### src/rtl/jt6295_interpol_if.sv
// Sample-rate strobes and audio bus between jt6295 and
// its interpolating output stage.
interface jt6295_interpol_if;
  logic               cen_in;
  logic signed [13:0] snd_in;
  logic               cen_out;
  logic signed [13:0] snd_out;
  logic               snd_ok;

  modport master (
    output cen_in, snd_in, cen_out,
    input  snd_out, snd_ok
  );

  modport slave (
    input  cen_in, snd_in, cen_out,
    output snd_out, snd_ok
  );
endinterface

### src/rtl/jt6295_interpol.sv
// jt6295 output stage: optional DC-removal high-pass
// followed by a linear upsampler of 2^STEPS_LOG2.
module jt6295_interpol #(
  parameter int STEPS_LOG2 = 2,
  parameter int DCRM       = 0,
  parameter int DCK        = 8
) (
  input  logic           clk,
  input  logic           rst,
  jt6295_interpol_if.slave bus
);

  localparam int PW = 16 + STEPS_LOG2;
  localparam logic [STEPS_LOG2-1:0] PMAX = '1;
  localparam logic [STEPS_LOG2-1:0] PONE = STEPS_LOG2'(1);

  logic signed [13:0]         prev, curr, filt, x1;
  logic signed [16:0]         y1, dc_y, xe, x1e;
  logic [STEPS_LOG2-1:0]      phase, p;
  logic signed [13:0]         a, b;
  logic signed [14:0]         diff;
  logic signed [PW-1:0]       prod, sum;

  always_comb begin
    xe   = {{3{bus.snd_in[13]}}, bus.snd_in};
    x1e  = {{3{x1[13]}}, x1};
    dc_y = xe - x1e + y1 - (y1 >>> DCK);
    filt = bus.snd_in;
    if (DCRM != 0) begin
      if (dc_y > 17'sd8191)
        filt = 14'sd8191;
      else if (dc_y < -17'sd8192)
        filt = -14'sd8192;
      else
        filt = dc_y[13:0];
    end
  end

  // A coincident cen_in is latched first, so the
  // output sees the new pair at phase 0.
  always_comb begin
    a    = bus.cen_in ? curr : prev;
    b    = bus.cen_in ? filt : curr;
    p    = bus.cen_in ? '0 : phase;
    diff = {b[13], b} - {a[13], a};
    prod = PW'(diff) * PW'($signed({1'b0, p}));
    sum  = PW'(a) + (prod >>> STEPS_LOG2);
  end

  always_ff @(posedge clk or posedge rst) begin
    if (rst) begin
      prev        <= '0;
      curr        <= '0;
      phase       <= '0;
      x1          <= '0;
      y1          <= '0;
      bus.snd_out <= '0;
      bus.snd_ok  <= 1'b0;
    end else begin
      bus.snd_ok <= bus.cen_out;
      if (bus.cen_in) begin
        prev  <= curr;
        curr  <= filt;
        phase <= bus.cen_out ? PONE : '0;
        if (DCRM != 0) begin
          x1 <= bus.snd_in;
          y1 <= dc_y;
        end
      end else if (bus.cen_out && phase != PMAX) begin
        phase <= phase + PONE;
      end
      if (bus.cen_out)
        bus.snd_out <= sum[13:0];
    end
  end

endmodule

### src/flat_wrapper.sv
// flat-port wrapper written by rule: the top's interface ports become plain ports
module jt6295_interpol_flat 
#(
  parameter int STEPS_LOG2 = 2,
  parameter int DCRM       = 0,
  parameter int DCK        = 8
)
  (clk, rst, bus_cen_in, bus_snd_in, bus_cen_out, bus_snd_out, bus_snd_ok);
  jt6295_interpol_if bus_i ();
  input  logic clk;
  input  logic rst;
  input wire logic [$bits(bus_i.cen_in)-1:0] bus_cen_in;
  input wire logic [$bits(bus_i.snd_in)-1:0] bus_snd_in;
  input wire logic [$bits(bus_i.cen_out)-1:0] bus_cen_out;
  output wire logic [$bits(bus_i.snd_out)-1:0] bus_snd_out;
  output wire logic [$bits(bus_i.snd_ok)-1:0] bus_snd_ok;
  assign bus_i.cen_in = bus_cen_in;
  assign bus_i.snd_in = bus_snd_in;
  assign bus_i.cen_out = bus_cen_out;
  assign bus_snd_out = bus_i.snd_out;
  assign bus_snd_ok = bus_i.snd_ok;
  jt6295_interpol #(.STEPS_LOG2(STEPS_LOG2), .DCRM(DCRM), .DCK(DCK)) u_core (.clk(clk), .rst(rst), .bus(bus_i));
endmodule
### config.mk
export PLATFORM = sky130hd
export DESIGN_NAME = jt6295_interpol_flat
export DESIGN_NICKNAME = d
export VERILOG_FILES = /design/src/rtl/jt6295_interpol_if.sv /design/src/rtl/jt6295_interpol.sv /design/src/flat_wrapper.sv
export SDC_FILE = /design/constraint.sdc
export NUM_CORES = 1
export LEC_CHECK = 0
export CAP_MARGIN = 20
export CORE_MARGIN = 1
export CORE_UTILIZATION = 25
export CTS_CLUSTER_DIAMETER = 100
export CTS_CLUSTER_SIZE = 30
export DETAILED_ROUTE_END_ITERATION = 12
export PLACE_DENSITY = 0.52
export RECOVER_POWER = 25
export SLEW_MARGIN = 30
export SYNTH_ARGS = -nofsm -noshare
export SYNTH_HDL_FRONTEND = slang
export SYNTH_SLANG_ARGS = --single-unit
### constraint.sdc
create_clock -name clk -period 6 [get_ports clk]
set_input_delay 0.6 -clock clk [delete_from_list [all_inputs] [get_ports clk]]
set_output_delay 0.6 -clock clk [all_outputs]
set_load 0.03 [all_outputs]
* Yosys cells after proc, flatten, opt, wreduce, memory -nomap -nowiden
Cells that the tools add are included.
** Cells by class
- Multiply operators :: 1
- $add $sub $neg :: 3
- Muxes and demuxes :: 6
- Reduce and logical (&&, ||, !) cells :: 2
- Equality and inequality tests :: 1
** Operator list (count)
- $mux 14 :: 2
- $mul 15x3->16 :: 1
- $sub 14x14->15 :: 1
- $add 14x14->14 :: 1
- $mux 2 :: 3
- $add 2x1->2 const B :: 1
- $ne 2x2->1 const B :: 1
- $reduce_bool 2->1 :: 1
- $logic_and 1x1->1 :: 1
- $mux 1 :: 1
** Word-level totals
- Input port bits :: 18
- Word-level logic and storage cells :: 18
- Register bits after elaboration :: 45

* Longest topological paths before layout
Gate-level depths: netlist (run 1).
- Depth after elaboration :: 4
- Depth in mapped cells :: 29

* Worst setup path after synthesis (run 1)
OpenSTA, ideal clock, no wires.
- Path type :: input -> register
- Start point :: input port bus_cen_in
- End point :: register u_core.bus.snd_out[11]
- Path slack :: -0.068 ns
- Arrival :: 5.944 ns
- Cell stages on the path :: 27
- Buffers on the path :: 3
- Setup time :: 0.125 ns
- Cell sequence :: clkbuf_1 > clkbuf_1 > buf_2 > mux2i_1 > inv_1 > ha_1 > nor2b_1 > o21ai_1 > nand2_1 > xnor2_1 > nor2_1 > ha_1 > fa_1 > a21o_1 > a21oi_1 > o21bai_1 > a21oi_1 > o21ai_0 > xor2_1 > ha_1 > nor4_1 > o211ai_1 > and2_1 > a31o_1 > a21oi_2 > xnor2_1 > mux2_2
** Between the ends
- Word-level cells in the longest chain between the ends :: 4
** RTL lines
- from (decl) :: RTL line flat_wrapper.sv:12 : input wire logic [$bits(bus_i.cen_in)-1:0] bus_cen_in;
- $mux 14 :: RTL line jt6295_interpol.sv:43 : b = bus.cen_in ? filt : curr;
- net u_core.b[1] :: RTL line jt6295_interpol.sv:20 : logic signed [13:0] a, b;
- $sub 14x14->15 :: RTL line jt6295_interpol.sv:45 : diff = {b[13], b} - {a[13], a};
- $mul 15x3->16 :: RTL line jt6295_interpol.sv:46 : prod = PW'(diff) * PW'($signed({1'b0, p}));
- $add 14x14->14 :: RTL line jt6295_interpol.sv:47 : sum = PW'(a) + (prod >>> STEPS_LOG2);
- to (signal assigned) :: RTL line jt6295_interpol.sv:73 : bus.snd_out <= sum[13:0];
- to (decl) :: RTL line jt6295_interpol_if.sv:17 : output snd_out, snd_ok
The timed path passes the listed nets, and every way through them passes these cells.
A chain may end at the register's enable or synchronous reset.

* Worst setup path in the final report (run 1)
- Start point :: input port bus_cen_in
- End point :: register u_core.bus.snd_out[11]
** Between the ends
- Word-level cells in the longest chain between the ends :: 4
** RTL lines (RTL line)
- $mux 14 (*)
- net u_core.a[0] :: jt6295_interpol.sv:20
- $sub 14x14->15 :: jt6295_interpol.sv:45
- $mul 15x3->16 :: jt6295_interpol.sv:46
- $add 14x14->14 (*) :: jt6295_interpol.sv:47
The timed path passes the listed nets; every way through them passes the cells marked *.

==> flow_summary_export.csv, run 1 <==
group,metric,value,unit
run_status,status,"finished with violations",
run_status,violations,"design-rule violations, max-capacitance violations, max-slew violations",
worst_setup_path,cp_max_fo,9,
synth,ys_dominant_reg_cell,"dfrtp_1",
final_layout,multiInputGateArea,2540,µm²
timing,hold_viol_final,0,
die,start_util,25.8,%
final_layout,n_antenna_cell,0,
synth,ys_ff_latch,45,
clocking,clock_latency,0.29,ns
timing,max_freq,183,MHz
die,die_y,125,µm
final_layout,final_layout_size_suffix_gt1_share,10.5,%
worst_setup_path,reg2reg_slack,0.80,ns
global_routing,grt_pass1_wl,14300,µm
final_layout,fin_nets,503,
synth,yosysWarnings,0,
clocking,cts_root_buf,"clkbuf_16",
worst_setup_path,start_kind,"input pin",
job,maxCapViolCount,1,
power,p_sw,0.629,mW
power,cellPowerDensity,349,nW/µm²
routing,via_per_inst,4.63,
die,dieArea,15600,µm²
routing,ant_nets,0,
placed_design,dpl.hpwl,6570,µm
worst_setup_path,path_class,"input pin to flop",
synth,ys_seq_area_share,29.8,%
timing,setup_viol,0,
worst_setup_path,rr_endpoint,"u_core.bus.snd_out[11]",
clocking,clkSinkCount,45,
die,ios,33,
synth,synth_largest_area_cell,"dfrtp_1",
clocking,ctsHoldBuffers,0,
clocking,cts_buffer_depth,2,
worst_setup_path,startpoint,"bus_cen_in",
die,coreArea,14600,µm²
global_routing,gr-usage-all-layers,11.5,%
synth,synth_area,3780,µm²
routing,num_vias,2829,
global_routing,antenna_found_initial,0,
routing,firstDrtPassIters,8,
timing,period_share,91.3,%
synth,async_flop_share,100,%
power,p_int,0.944,mW
synth,synth_area_per_cell,9.66,µm²
final_layout,area_growth,19.3,%
power,p_comb_share,54.0,%
power,pwr-share-clk,19.8,%
worst_setup_path,r2r_start,"u_core.curr[0]",
synth,netlist_instances,391,
power,p_leak,2.09,nW
routing,finalWirelength,8330,µm
worst_setup_path,worst-endpoint-arrival,5.66,ns
synth,synth_cell_types,50,
clocking,cts_setup_buffers,0,
clocking,h-tree-depth,2,
worst_setup_path,ff2ff_path_depth,23,
timing,worst_slew_pin_slew,2.02,ns
clocking,clkTransAtPathRegs,0.06,ns
timing,fin_crit,5.48,ns
timing,rsz0062_at_grt,"no",
synth,synthesis.nets,467,
routing,wl_per_cell,13.6,µm
synth,synth-edff-count,0,
placed_design,place.gp.congestion,0.805,
timing,relSlewSlack,-35.7,%
synth,synth_area_leaders,"dfrtp_1 30%, ha_1 18%, mux2_2 6.0%",
timing,finalSetupTns,0,ns
routing,drc,2,
timing,slew_viol_final,46,
final_layout,seqCellArea,1130,µm²
worst_setup_path,cp-endpoint,"u_core.bus.snd_out[11]",
placed_design,port-buffer-count,32,
clocking,cts_made_buffers,5,
global_routing,grt_pass1_vias,2871,
power,switching_share,40.0,%
worst_setup_path,crit_required,6.18,ns
final_layout,utilization,30.8,%
global_routing,grt_max_degree,46,
power,p_seq_share,26.2,%
global_routing,overflow,0,
worst_setup_path,cp-end-kind,"flop",
timing,hold-worst-slack,0.508,ns
routing,drt_iter0_drc,113,
min_path,hold_path.class,"flop to flop",
die,die_w,125,µm
die,num_rows,44,
power,ir_drop,0.000217,V
synth,synth.top_cell.area_share,29.8,%
timing,skew,0.00375,ns
final_layout,fillers,1512,
clocking,cts_tree,"built",
-- area by class of cell --
| class | instances | share of cell area (%) |
|---|---|---|
| Clock buffer | 5 | 2.78 |
| Clock inverter | 2 | 0.778 |
| Inverter | 26 | 2.19 |
| Multi-Input combinational cell | 312 | 56.3 |
| Sequential cell | 45 | 25.0 |
| Tap cell | 184 | 5.11 |
| Timing Repair Buffer | 37 | 7.81 |
-- synthesized netlist by cell type, types with 2 or more instances --
cell type / n
a211oi_1: 3
a211oi_2: 2
a21boi_0: 2
a21o_1: 7
a21oi_1: 28
a21oi_2: 2
a31o_1: 2
and2_1: 4
buf_1: 2
clkbuf_1: 5
dfrtp_1: 45
fa_1: 3
ha_1: 55
inv_1: 25
mux2_2: 20
mux2i_1: 20
nand2_1: 12
nand2b_1: 10
nand3_1: 4
nand4_1: 2
nor2_1: 35
nor2b_1: 6
nor3_1: 5
nor3b_1: 2
nor4_1: 2
o211ai_1: 7
o21a_1: 5
o21ai_0: 8
o21ai_1: 11
o21bai_1: 7
o31a_1: 2
xnor2_1: 24
xor2_1: 7
-- how the worst min path moves through the flow --
stage | to | depth (start not counted) | start | slack, ns
after detailed placement | u_core.bus.snd_out[6] | 1 | u_core.bus.snd_out[6] | 0.50
after global routing | u_core.bus.snd_out[7] | 1 | u_core.bus.snd_out[7] | 0.54
final | u_core.bus.snd_out[0] | 1 | u_core.bus.snd_out[0] | 0.51
after global placement | u_core.bus.snd_out[4] | 1 | u_core.bus.snd_out[4] | 0.50
after CTS | u_core.bus.snd_out[0] | 1 | u_core.bus.snd_out[0] | 0.51
after floorplan | u_core.curr[0] | 2 | u_core.curr[0] | 0.47
-- per-stage QoR --
step | power (mW) | std cells | setup slack [ns] | cell area (µm²)
after floorplan | 1.03 | 391 | 0.0627 | 3780
after global placement | 1.25 | 604 | 0.168 | 4330
after detailed placement | 1.26 | 604 | 0.127 | 4330
after CTS | 1.59 | 611 | 0.415 | 4490
after global routing | 1.70 | 611 | 0.0535 | 4500
final | 1.57 | 611 | 0.521 | 4500
-- power groups by stage --
stage	sequential [mW]	combinational, mW	clock, mW
after floorplan	0.504	0.521	0
after global placement	0.416	0.833	0
after detailed placement	0.416	0.840	0
after CTS	0.413	0.849	0.324
after global routing	0.421	0.943	0.341
final	0.411	0.850	0.311
-- state kept, by name, summed over array words and instances (netlist names) --
name and cells:
u_core.curr 14, u_core.phase 2, u_core.prev 14, u_core.bus.snd_ok 1, u_core.bus.snd_out 14
-- per-layer routing --
| layer | part of all wire [%] | global-route usage, % |
|---|---|---|
| met1 | 52 | 16.5 |
| met2 | 42 | 16.7 |
| met3 | 5.0 | 3.09 |
| met4 | 0.96 | 3.80 |
| met5 | 0 | 0 |
-- worst max-delay path, stage by stage --
cell and delay, ns:
buf_2 0.23, mux2_2 0.40, ha_1 0.22, fa_1 0.41
nor2b_1 0.16, o31a_1 0.19, a21oi_1 0.08, and2_1 0.17
ha_1 0.29, ha_1 0.34, a21o_1 0.19, a21oi_1 0.22
o21bai_1 0.09, a21oi_1 0.18, o21ai_0 0.13, xor2_1 0.16
ha_1 0.23, nor4_2 0.32, o211ai_1 0.15, and2_1 0.20
a31o_1 0.23, a21oi_2 0.14, xnor2_1 0.07, mux2_2 0.25
-- kinds of logic (layout without fill, tap and decap cells) --
group	count (synthesis)	in the layout	share of synthesized area [%]
xor+xnor	32	32	7.79
flops	45	45	29.8
fa+ha+maj	58	58	19.8
buf+inv	34	70	3.41
mux	40	40	11.3
compound gates	96	96	16.8
simple gates	86	86	11.1
-- layout by cell type (no fill, tap or decap), types with 3 or more instances in the layout --
master / Yosys / final
o21ai_0: 8 / 8
dfrtp_1: 45 / 45
nor2b_1: 6 / 6
a211oi_1: 3 / 3
a21oi_1: 28 / 28
fa_1: 3 / 3
o211ai_1: 7 / 7
xor2_1: 7 / 7
and2_1: 4 / 4
mux2_2: 20 / 18
xnor2_1: 24 / 24
buf_4: 0 / 4
o21bai_1: 7 / 7
inv_1: 25 / 24
nand2_1: 12 / 12
o21a_1: 5 / 5
clkdlybuf4s50_1: 0 / 29
ha_1: 55 / 55
nor2_1: 35 / 35
a21o_1: 7 / 7
nor3_1: 5 / 5
nand2b_1: 10 / 10
mux2i_1: 20 / 20
clkbuf_16: 0 / 5
nand3_1: 4 / 4
o21ai_1: 11 / 10
-- timing repair --
action	in CTS	in global routing
endpoints found under the hold margin	0	0
setup endpoints to repair	0	2
gates resized for setup	0	4
(Power assumes the default switching activity.)
==> run 2, diff against run 1 <==
--- a/config.mk
+++ b/config.mk
@@ -5,14 +5,14 @@
 export SDC_FILE = /design/constraint.sdc
 export NUM_CORES = 1
 export LEC_CHECK = 0
-export CAP_MARGIN = 20
+export CAP_MARGIN = 0
 export CORE_MARGIN = 1
 export CORE_UTILIZATION = 25
 export CTS_CLUSTER_DIAMETER = 100
 export CTS_CLUSTER_SIZE = 30
 export DETAILED_ROUTE_END_ITERATION = 12
 export PLACE_DENSITY = 0.52
-export RECOVER_POWER = 25
+export RECOVER_POWER = 50
 export SLEW_MARGIN = 30
 export SYNTH_ARGS = -nofsm -noshare
 export SYNTH_HDL_FRONTEND = slang
==> results of run 2 <==
The final DEF is identical to that of run 1; final timing and power are the same.
==> variant 1: new RTL, settings of run 1 <==
`STEPS_LOG2` is set to 2 in 2 places; all go to 1. Comments in the files are not updated.
--- a/src/rtl/jt6295_interpol.sv
+++ b/src/rtl/jt6295_interpol.sv
@@ -3,3 +3,3 @@
 module jt6295_interpol #(
-  parameter int STEPS_LOG2 = 2,
+  parameter int STEPS_LOG2 = 1,
   parameter int DCRM       = 0,
--- a/src/flat_wrapper.sv
+++ b/src/flat_wrapper.sv
@@ -3,3 +3,3 @@
 #(
-  parameter int STEPS_LOG2 = 2,
+  parameter int STEPS_LOG2 = 1,
   parameter int DCRM       = 0,
Check against the original RTL: not equivalent (a bounded check fails within 4 cycles, from zero or initial values and one cycle with rst high).
==> variant 1 against run 1 <==
- the run ends with capacitance limit, slew limit left
- largest power group unchanged
- synthesized cell count down 19%
- clock skew up 1.1 ps
- core utilization up 0.21 points
- sequential cell count down 1
- critical path type unchanged
- setup slack better by 930 ps
- total power down 16%
- routed wire length down 15%
- synthesized area down 18%
- critical endpoint is now u_core.bus.snd_out[13]
- final area down 17%
- via count down 17%
==> variant 1: results (changes against run 1) <==
vias_per_cell: 4.53  # -2.1%
slowest_delay_ps: 620  # +210 ps
dr_wl_met2_um: 3000  # -14%
violations: "capacitance limit, slew limit"
synth_top_cells_by_count: "dfrtp_1, nor2_1, ha_1, a21oi_1, inv_1"
p_int_mw: 0.797  # -16%
nets: 395  # -21%
cp_data_arrival_time_ps: 4720  # -940 ps
leakage_nw: 1.60  # -24%
met2_usage: 0.177  # +0.0105
fillCellCount: 1263  # -16%
post_cts_buffers: 0  # unchanged
grt_pass1_vias: 2377  # -17%
grt_pass1_wl_um: 12000  # -16%
drtIter0Drc: 84  # -26%
min_path_cells: 2  # +1
drt-total-wl_um: 7060  # -15%
gp_congestion: 0.803  # -0.32%
syn_nets: 364  # -22%
yosysMostFrequentCell: "dfrtp_1"
seq_area_frac_synth: 0.355  # +0.0563
synth.area.top_cells: "dfrtp_1, ha_1, mux2_2"
synth.distinct_cells: 60  # +20%
grt_max_degree: 45  # -2.2%
ir_drop_uv: 194  # -11%
p_seq_frac: 0.296  # +0.034
finClkSkew_ps: 4.85  # +1.10 ps
tightest_slew_ps: 1960  # -63.0 ps
grt_usage: 0.118  # +0.00264
use_met3: 0.0202  # -0.0107
htree_num_levels: 2  # unchanged
antenna_found_initial: 0  # unchanged
wl_met3_um: 230  # -45%
wl_met1_um: 3770  # -13%
dp_hpwl_um: 5350  # -18%
firstDrtPassIters: 4  # -4
endpoint: "u_core.bus.snd_out[13]"
hold_end: "u_core.bus.snd_out[6]"
status: "finished with violations"
report.final.slew_viol_count: 45  # -2.2%
rrSetupSlack_ps: 2150  # +1350 ps
slowest_stage: "buf_2"
worstHoldStart: "u_core.bus.snd_out[6]"
drv_cap: 1  # unchanged
path_clk_slew_ps: 60  # about the same
cp_top_family: "compound AO/OA/AOI/OAI gates"
cp_max_fo: 33  # +24
[variant 1: cell count changes after synthesis, moves of 6 or more]
cell / run 1 / this run
ha_1: 55 / 26
mux2i_1: 20 / 14
nand2_1: 12 / 18
nand2b_1: 10 / 3
o211ai_1: 7 / 1
o21ai_1: 11 / 5
xnor2_1: 24 / 9
[variant 1: logic make-up (layout without fill, tap and decap cells)]
group | after synthesis | in the layout | share of synthesized area
flip-flops | 44 | 44 | 0.355
AO/OA/AOI/OAI | 82 | 82 | 0.190
XOR/XNOR | 13 | 13 | 0.0367
buffers and inverters | 31 | 62 | 0.0391
adder cells (fa/ha/maj) | 28 | 28 | 0.118
AND/OR/NAND/NOR | 86 | 86 | 0.145
multiplexers | 34 | 34 | 0.118
[variant 1: metrics by stage]
| stage | instance area (um2) | instances | hold WS, ps | setup slack (ps) | power (mW) |
|---|---|---|---|---|---|
| 3_5_place_dp | 3600 | 510 | 483 | 1130 | 1.06 |
| 6_report | 3730 | 517 | 500 | 1450 | 1.33 |
| 3_3_place_gp | 3600 | 510 | 491 | 1250 | 1.06 |
| 4_1_cts | 3730 | 517 | 509 | 1430 | 1.34 |
| 5_1_grt | 3730 | 517 | 535 | 1090 | 1.43 |
| 2_1_floorplan | 3110 | 318 | 475 | 1770 | 0.872 |
[variant 1: cell type report]
| class | instances | area [um2] | share of cell area |
|---|---|---|---|
| multi-input cells | 243 | 1880 | 0.504 |
| clock inverters | 2 | 12.5 | 0.00335 |
| clock buffers | 5 | 125 | 0.0335 |
| well taps | 168 | 210 | 0.0563 |
| inverters | 23 | 87.6 | 0.0235 |
| repair buffers | 32 | 315 | 0.0844 |
| flip-flops and latches | 44 | 1100 | 0.295 |
==> variant 2: new RTL, config.mk and constraints of run 1 <==
Without the edit above. Reset style: synchronous (`rst`), changed in one clocked block.
--- a/src/rtl/jt6295_interpol.sv
+++ b/src/rtl/jt6295_interpol.sv
@@ -49,3 +49,3 @@
 
-  always_ff @(posedge clk or posedge rst) begin
+  always_ff @(posedge clk) begin
     if (rst) begin
Formal check against the unedited RTL: differs if rst is asserted again (counterexample within 4 cycles, from zero or initial values and one cycle with rst high); with rst held inactive, the same outputs for 4 cycles.
==> variant 2 against run 1 <==
- core utilization rose by 0.89 points
- setup slack worse by 200 ps
- final area increased by 2.5%
- synthesized area shrank 0.66%
- sequential cell count did not move
- routed wire length rose by 2.8%
- critical endpoint is now u_core.bus.snd_out[13]
- largest cell class unchanged
Power is not compared: it rests on default switching activity, and its combinational part moved more than twofold at a synthesized area within 25%.
==> variant 2: results (changes against run 1) <==
status: "completed"
gp_congestion: 0.800  # -0.68%
async_flop_share: 0  # -1.00
cp_data_arrival_time_ps: 5880  # +220 ps
wl_met3_um: 306  # -27%
dp_cells: 655  # +8.4%
multi_input_gates: 358  # +15%
use_met3: 0.0236  # -0.00730
min_path_cells: 2  # +1
top_layer_used: "met4"
grt_util_met1: 0.161  # -0.00367
met2_usage: 0.179  # +0.0122
grt_max_degree: 37  # -20%
drive_gt1_frac: 0.130  # +0.0250
inverters: 22  # -15%
buffers: 50  # +35%
cp_max_fo: 3  # -6
seq_area_frac: 0.195  # -0.0549
routedWlPerCell_um: 12.8  # -5.9%
firstDrtPassIters: 4  # -4
seq_area_frac_synth: 0.240  # -0.0581
multi_input_area_share: 0.601  # +0.0380
fillCellCount: 1513  # +0.066%
crit_start: "bus_snd_in[1]"
synth.area.top_cells: "dfxtp_1, ha_1, nor2_1"
vias_per_cell: 4.59  # -0.79%
grt_pass1_wl_um: 14800  # +3.3%
vias: 3064  # +8.3%
clkCellAreaFrac: 0.0374  # +0.00184
seq_cell_count: 45  # unchanged
relSlewSlack: 0.519  # +0.875
seq_area_um2: 901  # -20%
r2r_cells: 29  # +26%
finClkSkew_ps: 4.09  # +0.338 ps
wl_met1_um: 4590  # +5.7%
synth.distinct_cells: 59  # +18%
syn_area_per_cell_um2: 8.56  # -11%
rrSetupSlack_ps: 740  # -60 ps
drtIter0Drc: 119  # +5.3%
fin_hold_ws_ps: 490  # -17.4 ps
r2r_start: "u_core.curr[1]"
place_ws_ps: -5.98  # -133 ps
grt_usage: 0.115  # about the same
slowest_stage: "clkdlybuf4s50_1"
antenna_found_initial: 0  # unchanged
nonClkBufAreaFrac: 0.0984  # +0.0203
dr_wl_met2_um: 3580  # +2.9%
synthCells: 438  # +12%
hold_end: "u_core.bus.snd_out[2]"
fin_crit_ps: 5680  # +200 ps
cp_top_family: "simple AND/OR/NAND/NOR gates"
synth_top_cells_by_count: "nor2_1, ha_1, dfxtp_1, a21oi_1"
r2r-end: "u_core.bus.snd_out[13]"
nClkBuffers: 7  # +2
worstHoldStart: "u_core.bus.snd_out[2]"
synthFlopType: "dfxtp_1"
nets: 558  # +11%
placed_cell_area_mm2: 0.00436  # +0.72%
grt_pass1_vias: 3150  # +9.7%
dp_hpwl_um: 6610  # +0.68%
variant 2: timing repair:
action	in CTS	in global routing
setup buffers	0	4
endpoints found under the setup margin	0	1
gates resized for setup	0	12
hold endpoints to repair	0	0
variant 2: cell families (layout without fill, tap and decap cells):
| logic type | Yosys count | in the layout | share of synthesized area |
|---|---|---|---|
| and+or+nand+nor | 149 | 149 | 0.193 |
| buffers and inverters | 35 | 80 | 0.0354 |
| DFF | 45 | 45 | 0.240 |
| adders and majority gates | 58 | 58 | 0.199 |
| AOI/OAI and AO/OA | 89 | 89 | 0.167 |
| xor gates and xnor gates | 27 | 27 | 0.0667 |
| muxes | 35 | 35 | 0.0977 |
variant 2: report_power, final:
part           leakage, nW  internal [mW]  switching (mW)
Sequential           0.368          0.315         0.00775
Combinational         1.79          0.133           0.154
Clock               0.0841          0.208           0.115
Total                 2.25          0.655           0.276
